$ cat src/rtl/matrix_op_defs_pkg.sv
// Shared widths, slot geometry and result codes for the matrix_op_* engines.
// Slot base address helper used by every engine that reads operand slots.
package matrix_op_defs_pkg;

  localparam int MATRIX_DATA_WIDTH     = 32;
  localparam int MATRIX_ADDR_WIDTH     = 10;
  localparam int MATRIX_BLOCK_SIZE     = 64;
  localparam int MATRIX_METADATA_WORDS = 3;

  typedef enum logic [2:0] {
    IDLE    = 3'd0,
    BUSY    = 3'd1,
    SUCCESS = 3'd2,
    ERR_DIM = 3'd3,
    ERR_ID  = 3'd4
  } matrix_op_status_e;

  function automatic logic [MATRIX_ADDR_WIDTH-1:0] slot_base(input logic [2:0] id);
    return MATRIX_ADDR_WIDTH'(id) * MATRIX_ADDR_WIDTH'(MATRIX_BLOCK_SIZE);
  endfunction

endpackage

$ cat src/rtl/matrix_op_mul_mac.sv
// Signed clear/accumulate MAC; result visible the cycle after each accumulate.
// MATRIX_OP_MUL_SATURATE_EN: wide accumulator with clamped result, else modulo-2^DW wrap.
module matrix_op_mul_mac
  import matrix_op_defs_pkg::*;
#(
  parameter int DW = MATRIX_DATA_WIDTH
) (
  input  logic                 clk,
  input  logic                 rst_n,
  input  logic                 clr,
  input  logic                 en,
  input  logic signed [DW-1:0] a,
  input  logic signed [DW-1:0] b,
  output logic signed [DW-1:0] result
);

`ifdef MATRIX_OP_MUL_SATURATE_EN
  localparam int ACC_W = 2*DW + 8;

  logic signed [2*DW-1:0]  a_ext, b_ext, prod;
  logic signed [ACC_W-1:0] acc_q;
  logic                    in_range;

  assign a_ext = {{DW{a[DW-1]}}, a};
  assign b_ext = {{DW{b[DW-1]}}, b};
  assign prod  = a_ext * b_ext;

  always_ff @(posedge clk or negedge rst_n) begin
    if (!rst_n)   acc_q <= '0;
    else if (clr) acc_q <= '0;
    else if (en)  acc_q <= acc_q + {{8{prod[2*DW-1]}}, prod};
  end

  // Representable in DW bits only when every bit above the DW-bit sign agrees with it.
  assign in_range = (acc_q[ACC_W-1:DW-1] == {(ACC_W-DW+1){acc_q[ACC_W-1]}});
  assign result   = in_range      ? acc_q[DW-1:0] :
                    acc_q[ACC_W-1] ? {1'b1, {(DW-1){1'b0}}} : {1'b0, {(DW-1){1'b1}}};
`else
  logic signed [DW-1:0] acc_q;

  always_ff @(posedge clk or negedge rst_n) begin
    if (!rst_n)   acc_q <= '0;
    else if (clr) acc_q <= '0;
    else if (en)  acc_q <= acc_q + a * b;
  end

  assign result = acc_q;
`endif

endmodule

$ cat src/rtl/matrix_op_mul.sv
// C = A x B from shared BRAM slots, streamed into result slot 0 via the writer handshake.
// One element per 3*colsA cycles plus emit; stalls on write_ready/writer_ready. Option: MATRIX_OP_MUL_SATURATE_EN.
module matrix_op_mul
  import matrix_op_defs_pkg::*;
(
  input  logic                         clk,
  input  logic                         rst_n,
  input  logic                         start,
  input  logic [2:0]                   matrix_a_id,
  input  logic [2:0]                   matrix_b_id,
  output logic                         busy,
  output matrix_op_status_e            status,
  output logic [MATRIX_ADDR_WIDTH-1:0] read_addr,
  input  logic [MATRIX_DATA_WIDTH-1:0] data_out,
  output logic                         write_request,
  input  logic                         write_ready,
  output logic [2:0]                   matrix_id,
  output logic [7:0]                   actual_rows,
  output logic [7:0]                   actual_cols,
  output logic [7:0][7:0]              matrix_name,
  output logic [MATRIX_DATA_WIDTH-1:0] data_in,
  output logic                         data_valid,
  input  logic                         writer_ready,
  input  logic                         write_done
);

  localparam int DW = MATRIX_DATA_WIDTH;
  localparam int AW = MATRIX_ADDR_WIDTH;
  localparam logic [AW-1:0] META_OFS  = AW'(MATRIX_METADATA_WORDS);
  localparam logic [15:0]   MAX_ELEMS = 16'(MATRIX_BLOCK_SIZE - MATRIX_METADATA_WORDS);

  typedef enum logic [3:0] {
    S_IDLE, S_CHECK_ID, S_RD_HDR_A, S_RD_HDR_B, S_CHECK_DIM, S_REQ_WRITE,
    S_RD_A, S_RD_B, S_MAC, S_EMIT, S_WAIT_DONE, S_FINISH
  } state_e;

  state_e               state_q, state_d;
  matrix_op_status_e    status_q, status_d, code_q, code_d;
  logic [2:0]           a_id_q, a_id_d, b_id_q, b_id_d;
  logic [7:0]           rows_a_q, rows_a_d, cols_a_q, cols_a_d, cols_b_q, cols_b_d;
  logic [7:0]           i_q, i_d, j_q, j_d, k_q, k_d;
  logic [AW-1:0]        a_row_q, a_row_d, a_ptr_q, a_ptr_d, b_ptr_q, b_ptr_d;
  logic signed [DW-1:0] a_val_q, a_val_d;

  logic                 mac_clr, mac_en;
  logic signed [DW-1:0] mac_result;
  logic [AW-1:0]        base_a, base_b;
  logic [7:0]           hdr_rows, hdr_cols;
  logic [15:0]          c_elems;

  assign base_a   = slot_base(a_id_q);
  assign base_b   = slot_base(b_id_q);
  assign hdr_rows = data_out[DW-1 -: 8];
  assign hdr_cols = data_out[DW-9 -: 8];
  assign c_elems  = 16'(rows_a_q) * 16'(hdr_cols);

  assign busy        = (state_q != S_IDLE);
  assign status      = status_q;
  assign matrix_id   = 3'd0;
  assign actual_rows = rows_a_q;
  assign actual_cols = cols_b_q;
  assign matrix_name = {8'h00, 8'h54, 8'h55, 8'h4F, 8'h5F, 8'h4C, 8'h55, 8'h4D};

  always_ff @(posedge clk or negedge rst_n) begin
    if (!rst_n) begin
      state_q  <= S_IDLE;
      status_q <= IDLE;
      code_q   <= IDLE;
      a_id_q   <= '0;
      b_id_q   <= '0;
      rows_a_q <= '0;
      cols_a_q <= '0;
      cols_b_q <= '0;
      i_q      <= '0;
      j_q      <= '0;
      k_q      <= '0;
      a_row_q  <= '0;
      a_ptr_q  <= '0;
      b_ptr_q  <= '0;
      a_val_q  <= '0;
    end else begin
      state_q  <= state_d;
      status_q <= status_d;
      code_q   <= code_d;
      a_id_q   <= a_id_d;
      b_id_q   <= b_id_d;
      rows_a_q <= rows_a_d;
      cols_a_q <= cols_a_d;
      cols_b_q <= cols_b_d;
      i_q      <= i_d;
      j_q      <= j_d;
      k_q      <= k_d;
      a_row_q  <= a_row_d;
      a_ptr_q  <= a_ptr_d;
      b_ptr_q  <= b_ptr_d;
      a_val_q  <= a_val_d;
    end
  end

  always_comb begin
    state_d       = state_q;
    status_d      = status_q;
    code_d        = code_q;
    a_id_d        = a_id_q;
    b_id_d        = b_id_q;
    rows_a_d      = rows_a_q;
    cols_a_d      = cols_a_q;
    cols_b_d      = cols_b_q;
    i_d           = i_q;
    j_d           = j_q;
    k_d           = k_q;
    a_row_d       = a_row_q;
    a_ptr_d       = a_ptr_q;
    b_ptr_d       = b_ptr_q;
    a_val_d       = a_val_q;
    mac_clr       = 1'b0;
    mac_en        = 1'b0;
    read_addr     = '0;
    write_request = 1'b0;
    data_valid    = 1'b0;
    data_in       = '0;

    case (state_q)
      S_IDLE: begin
        if (start) begin
          a_id_d   = matrix_a_id;
          b_id_d   = matrix_b_id;
          status_d = BUSY;
          state_d  = S_CHECK_ID;
        end
      end
      S_CHECK_ID: begin
        if (a_id_q == 3'd0 || b_id_q == 3'd0) begin
          code_d  = ERR_ID;
          state_d = S_FINISH;
        end else begin
          state_d = S_RD_HDR_A;
        end
      end
      S_RD_HDR_A: begin
        read_addr = base_a;
        state_d   = S_RD_HDR_B;
      end
      S_RD_HDR_B: begin
        read_addr = base_b;
        rows_a_d  = hdr_rows;
        cols_a_d  = hdr_cols;
        state_d   = S_CHECK_DIM;
      end
      // Header B is on data_out this cycle; it is judged directly rather than re-registered.
      S_CHECK_DIM: begin
        cols_b_d = hdr_cols;
        if (rows_a_q == 8'd0 || cols_a_q == 8'd0 || hdr_rows == 8'd0 || hdr_cols == 8'd0 ||
            cols_a_q != hdr_rows || c_elems > MAX_ELEMS) begin
          code_d  = ERR_DIM;
          state_d = S_FINISH;
        end else begin
          i_d     = '0;
          j_d     = '0;
          k_d     = '0;
          a_row_d = base_a + META_OFS;
          a_ptr_d = base_a + META_OFS;
          b_ptr_d = base_b + META_OFS;
          state_d = S_REQ_WRITE;
        end
      end
      S_REQ_WRITE: begin
        write_request = 1'b1;
        mac_clr       = 1'b1;
        if (write_ready) state_d = S_RD_A;
      end
      S_RD_A: begin
        read_addr = a_ptr_q;
        state_d   = S_RD_B;
      end
      S_RD_B: begin
        read_addr = b_ptr_q;
        a_val_d   = $signed(data_out);
        state_d   = S_MAC;
      end
      S_MAC: begin
        mac_en  = 1'b1;
        k_d     = k_q + 8'd1;
        a_ptr_d = a_ptr_q + AW'(1);
        b_ptr_d = b_ptr_q + AW'(cols_b_q);
        state_d = ((k_q + 8'd1) != cols_a_q) ? S_RD_A : S_EMIT;
      end
      // Pointers walk A along its row and B down its column; a_row_q remembers the row start.
      S_EMIT: begin
        data_valid = 1'b1;
        data_in    = mac_result;
        if (writer_ready) begin
          mac_clr = 1'b1;
          k_d     = '0;
          if ((j_q + 8'd1) != cols_b_q) begin
            j_d     = j_q + 8'd1;
            a_ptr_d = a_row_q;
            b_ptr_d = base_b + META_OFS + AW'(j_q) + AW'(1);
            state_d = S_RD_A;
          end else if ((i_q + 8'd1) != rows_a_q) begin
            i_d     = i_q + 8'd1;
            j_d     = '0;
            a_row_d = a_row_q + AW'(cols_a_q);
            a_ptr_d = a_row_q + AW'(cols_a_q);
            b_ptr_d = base_b + META_OFS;
            state_d = S_RD_A;
          end else begin
            state_d = S_WAIT_DONE;
          end
        end
      end
      S_WAIT_DONE: begin
        if (write_done) begin
          code_d  = SUCCESS;
          state_d = S_FINISH;
        end
      end
      S_FINISH: begin
        status_d = code_q;
        state_d  = S_IDLE;
      end
      default: state_d = S_IDLE;
    endcase
  end

  matrix_op_mul_mac #(.DW(DW)) u_mac (
    .clk    (clk),
    .rst_n  (rst_n),
    .clr    (mac_clr),
    .en     (mac_en),
    .a      (a_val_q),
    .b      ($signed(data_out)),
    .result (mac_result)
  );

endmodule

$ cat config.mk
export PLATFORM = sky130hd
export DESIGN_NAME = matrix_op_mul
export DESIGN_NICKNAME = d
export VERILOG_FILES = /design/src/rtl/matrix_op_defs_pkg.sv /design/src/rtl/matrix_op_mul_mac.sv /design/src/rtl/matrix_op_mul.sv
export SDC_FILE = /design/constraint.sdc
export NUM_CORES = 2
export LEC_CHECK = 0
export ABC_AREA = 1
export BUFFER_PORTS_ARGS = -buffer_cell sky130_fd_sc_hd__buf_2
export CORE_AREA = 2 2 219 221
export DETAILED_ROUTE_END_ITERATION = 10
export DIE_AREA = 0 0 221 223
export PLACE_DENSITY = 0.84
export RECOVER_POWER = 50
export SLEW_MARGIN = 20
export SYNTH_ARGS = -nofsm -noshare
export SYNTH_HDL_FRONTEND = slang
export SYNTH_SLANG_ARGS = --single-unit
$ cat constraint.sdc
create_clock -name clk -period 7.2 [get_ports clk]
set_input_delay 1.44 -clock clk [delete_from_list [all_inputs] [get_ports clk]]
set_output_delay 1.44 -clock clk [all_outputs]
set_load 0.02 [all_outputs]
---- Word-level counts from Yosys, hierarchy flattened ----
Index checks and enable logic that the tools add are counted.
storage, ports and cells
  bits in registers ....................... 158
  bits of input ports ..................... 44
  output and inout bits ................... 131
operators by class
  $add $sub $neg .......................... 11
  multiply operators ...................... 2
  order comparisons ....................... 1
  eq/ne operators ......................... 25
  multiplexer cells ....................... 49
  reductions and logical operators ........ 27
operator list
  operator                 number
  $mux W10                 10
  $mux W32                 3
  $mux W8                  8
  $pmux W10 S3             2
  $pmux W4 S11             1
  $pmux W10 S4             1
  $mux W4                  9
  $add A32 B32 Y32         1
  $logic_not A8 Y1         4
  $mul A32 B32 Y32         1
  $ne A8 B8 Y1             4
  $pmux W8 S2              2
  $add A10 B8 Y10          3
  $add A8 B1 Y8 const B    3
  $pmux W8 S3              1
  $add A10 B1 Y10 const B  2
  $add A9 B2 Y10 const B   2
  $pmux W10 S2             1
  $ne A2 B2 Y1 const B     9
  $eq A4 B3 Y1 const B     4
  $eq A4 B4 Y1 const B     4
  $gt A16 B6 Y1 const B    1
  $mul A8 B8 Y16           1
  $reduce_and A4 Y1        4
  other kinds (17)         34

---- Longest topological paths before layout ----
  depth after elaboration ................. 8
  mapped depth ............................ 35

---- Modules after synthesis ----
Synthesis repeated with hierarchy kept, for this count alone.
unflattened totals
  cell total of the unflattened synthesis .. 4,274
  area, all modules ....................... 30,694.4 um^2
modules (own cells, without submodules)
  module             instances  cells an instance  area each (um^2)
  matrix_op_mul_mac  1          2,620              19,483.7
  matrix_op_mul      1          1,654              11,210.8

---- Worst setup path after synthesis ----
OpenSTA, ideal clock, no wires.
  path kind ............................... input-to-reg
  start ................................... in data_out[0]
  end ..................................... reg u_mac.acc_q[26], in the netlist u_mac.result[26]
  data arrival time ....................... 7,463 ps
  path slack .............................. -393 ps
  cell stages on the path ................. 28
  buffers on the path ..................... 2
  cell sequence ........................... clkbuf_1 -> clkbuf_1 -> nand2_1 -> inv_1 -> fa_1 -> fa_1 -> inv_1 -> fa_1 -> fa_1 -> fa_1 -> fa_1 -> inv_1 -> fa_1 -> inv_1 -> fa_1 -> inv_1 -> ha_1 -> nand2_1 -> nor2_1 -> inv_1 -> nor3_1 -> nand4_1 -> nand3_1 -> nand3_1 -> nand2_1 -> a21oi_1 -> o21ai_0 -> o21ai_0
between the ends
  longest elaborated chain between the ends .. 4
ends and longest elaborated chain
  what                  line                     RTL
  start, declared       matrix_op_mul.sv:14      input logic [MATRIX_DATA_WIDTH-1:0] data_out,
  $mul A32 B32 Y32      matrix_op_mul_mac.sv:44  else if (en) acc_q <= acc_q + a * b;
  $add A32 B32 Y32      matrix_op_mul_mac.sv:44
  $mux W32              matrix_op_mul_mac.sv:44
  $mux W32              matrix_op_mul_mac.sv:43  else if (clr) acc_q <= '0;
  end signal, assigned  matrix_op_mul_mac.sv:44
  end, declared         matrix_op_mul_mac.sv:39  logic signed [DW-1:0] acc_q;
No other way between the ends. The select of a mux whose other input is x is not followed.
A chain may end at the register's enable or synchronous reset.

---- Final worst setup path ----
  start ................................... in data_out[5]
  end ..................................... reg u_mac.acc_q[29], in the netlist u_mac.result[29]
Same word-level chain as after synthesis.

==> results.yml <==
logic_synthesis:
  async_flop_share: 1.00
  synth_compound_area_frac: 0.0551
  synth_fa_ha_area_frac: 0.401
  ys_seq_elements: 158
  synth_area_sq_mm: 0.0303
  netlist_instances: 4195
  yosys.area_share.simple: 0.213
  ys_warn_count: 0
  yosysUniqueCellTypes: 59
  synth_edf_count: 0
  synth_top_area_frac: 0.314
  synth.largest_area_cell: "fa_1"
  syn_avg_cell_area_sq_um: 7.22
  ys_top_cells_by_area: "fa_1 31%, nand2_1 15%, inv_1 14%, dfrtp_1 13%, ha_1 8.7%"
  synth_flop_cell: "dfrtp_1"
  yosysSeqAreaShare: 0.130
  synth_top_family_by_area: "adder cells"
  muxShareOfSynthArea: 0
  synth_xor_area_frac: 0.0163
  yosys-top-cells-count: "1193 x nand2_1, 1153 x inv_1, 476 x fa_1"
  synth_most_common_cell: "nand2_1"
timing:
  max_freq_mhz: 138
  finClkSkew_ns: 0.0234
  setup-violations-final: 1
  finalSetupTns_ns: -0.0480
  slew_headroom: -1.49
  tightest_slew_ns: 3.73
  drv_slew: 155
  rsz0062_at_grt: "true"
  setup_ws_ns: -0.0480
  min_period_ns: 7.25
  finalCritPeriodShare: 1.01
  finalHoldViolCount: 0
  hold_slack_ns: 0.480
routing:
  wirelength_um: 92000
  via_per_inst: 5.55
  dr.pass1.iters: 9
  vias: 27800
  drt_iter0_drc: 2953
  detail-route-antenna-nets: 0
  remaining_drc_errors: 0
  wl_per_cell_um: 18.3
worst_setup_path:
  crit_arrival_ns: 7.57
  crit_path_start_kind: "primary input"
  r2r-start: "a_val_q[4]"
  r2r-end: "u_mac.result[29]"
  end_kind: "flop"
  ff2ff_setup_slack_ns: 0.10
  required_ns: 7.52
  worstPathMaxFanout: 8
  cp_slowest_cell: "fa_1"
  max_stage_delay_ns: 0.58
  crit_type: "primary input to flop"
  cp_common_cell: "fa_1"
  ff2ff_path_depth: 27
global_route:
  antenna_found_initial: 0
  grt_pass1_vias: 27500
  track_usage: 0.354
  grt_max_degree: 105
  gr-total-overflow: 0
  grt_pass1_wl_um: 138000
clocking:
  insertion_delay_ns: 0.48
  numCtsBuffers: 17
  cts_hold_buffers: 0
  cts_tree: "built"
  cts_max_level: 4
  cts.clk_slew.worst_paths_ns: 0.09
  cts-root-buf: "clkbuf_16"
  clock_sinks: 158
  clockBufferDepth: 2
final_layout:
  drive_gt1_frac: 0.124
  final_nets: 5118
  area_growth_pct: 12.8
  multi_input_area_sq_mm: 0.0217
  fill_cells: 3347
  num_antenna_cells: 0
  utilization: 0.725
  seq_area_sq_mm: 0.00395
status:
  outcome: "finished, violations left"
  violations: "max-capacitance violations, max-slew violations, negative setup slack"
job:
  cap_violations: 3
die:
  initial_core_util: 0.643
  die-area_sq_mm: 0.0493
  io-pin-count: 175
  die_height_um: 223
  die_w_um: 221
  rows: 80
  coreArea_sq_mm: 0.0471
placed_design:
  io_buffers: 107
  place_hpwl_um: 68700
  globalplace.congestion: 1.01
worst_hold_path:
  min_from: "code_q[1]"
  hold_path_depth: 2
  whs_endpoint: "code_q[1]"
  hp-class: "flop to flop"
## stage by stage
stage          worst slack, ns  instances  area, sq um
3_5_place_dp            -0.762       4964        32500
5_1_grt                 -0.168       5016        34200
6_report               -0.0480       5016        34200
3_3_place_gp            -0.560       4964        32500
2_1_floorplan         -0.00659       4260        30900
4_1_cts                -0.0528       4997        33300
## worst max path at each step
stage | startpoint | endpoint | slack [ns] | depth (start not counted)
floorplan | data_out[0] | u_mac.result[26] | -0.007 | 28
global placement | data_out[1] | u_mac.result[31] | -0.56 | 27
detailed placement | data_out[1] | u_mac.result[29] | -0.76 | 26
CTS | data_out[8] | u_mac.result[29] | -0.05 | 26
global route | data_out[4] | u_mac.result[29] | -0.17 | 27
finish | data_out[5] | u_mac.result[29] | -0.05 | 27
## cells in the final DEF (no fill, tap or decap), types with 9 or more instances in the layout
master / Yosys / final
dfrtp_1: 158 / 158
xnor2_1: 17 / 17
buf_4: 71 / 214
ha_4: 0 / 16
a21oi_1: 85 / 71
nand3_1: 130 / 122
inv_2: 5 / 43
nand2_1: 1193 / 1164
buf_12: 0 / 13
o21ai_1: 12 / 25
nor2_1: 180 / 169
nand3b_1: 12 / 12
ha_1: 210 / 193
nand2_2: 2 / 24
xor2_1: 35 / 35
buf_6: 6 / 21
a21oi_2: 1 / 9
clkbuf_16: 0 / 22
nor2_4: 1 / 9
nand4_1: 46 / 46
inv_1: 1153 / 1114
o21ai_2: 0 / 10
buf_2: 12 / 77
conb_1: 2 / 67
fa_1: 476 / 458
clkbuf_1: 127 / 14
o22ai_1: 14 / 14
fa_2: 0 / 18
o21ai_0: 144 / 121
## cells by family (layout without fill, tap and decap cells)
| family | count (synthesis) | after routing |
|---|---|---|
| adder cells (fa/ha/maj) | 686 | 686 |
| other | 2 | 67 |
| XOR/XNOR | 54 | 54 |
| AO/OA/AOI/OAI | 300 | 300 |
| buffers and inverters | 1399 | 1540 |
| AND/OR/NAND/NOR | 1596 | 1596 |
| flip-flops | 158 | 158 |
## registers in the layout, indices dropped and copies added (netlist names)
register / flops
b_ptr_q: 10
status: 3
b_id_q: 3
cols_a_q: 8
j_q: 8
a_row_q: 10
k_q: 8
actual_cols: 8
code_q: 3
a_val_q: 32
u_mac.result: 32
a_ptr_q: 10
a_id_q: 3
state_q: 4
i_q: 8
actual_rows: 8
## worst max-delay path: cells and delay by family
kind                       cells  cell delay, ns
and+or+nand+nor                4            0.35
adders and majority gates      9            4.36
AOI/OAI and AO/OA              5            0.65
buffers and inverters          9            0.77
## final cells by class
type                            count  share of cell area
Sequential cell                   158               0.116
Clock inverter                     15             0.00630
Multi-Input combinational cell   2703               0.635
Timing Repair Buffer              348              0.0805
Tap cell                          615              0.0225
Clock buffer                       17              0.0124
Inverter                         1160               0.127
## per-layer routing
metal  vias up  track usage  share of wire
li1      12400            -              -
met1     13200        0.424           0.35
met2      1684        0.599           0.47
met3       561       0.0644          0.097
met4         0        0.215          0.080
met5         -            0              0
## timing repair
action / in CTS / in global routing
pin swaps: 3 / 122
resized for setup: 24 / 231
setup endpoints to repair: 14 / 18
setup buffers: 1 / 13
gates cloned: 0 / 5
Power is not shown: default switching activity piles up to over one toggle a cycle in this logic, so the estimate is an artifact.
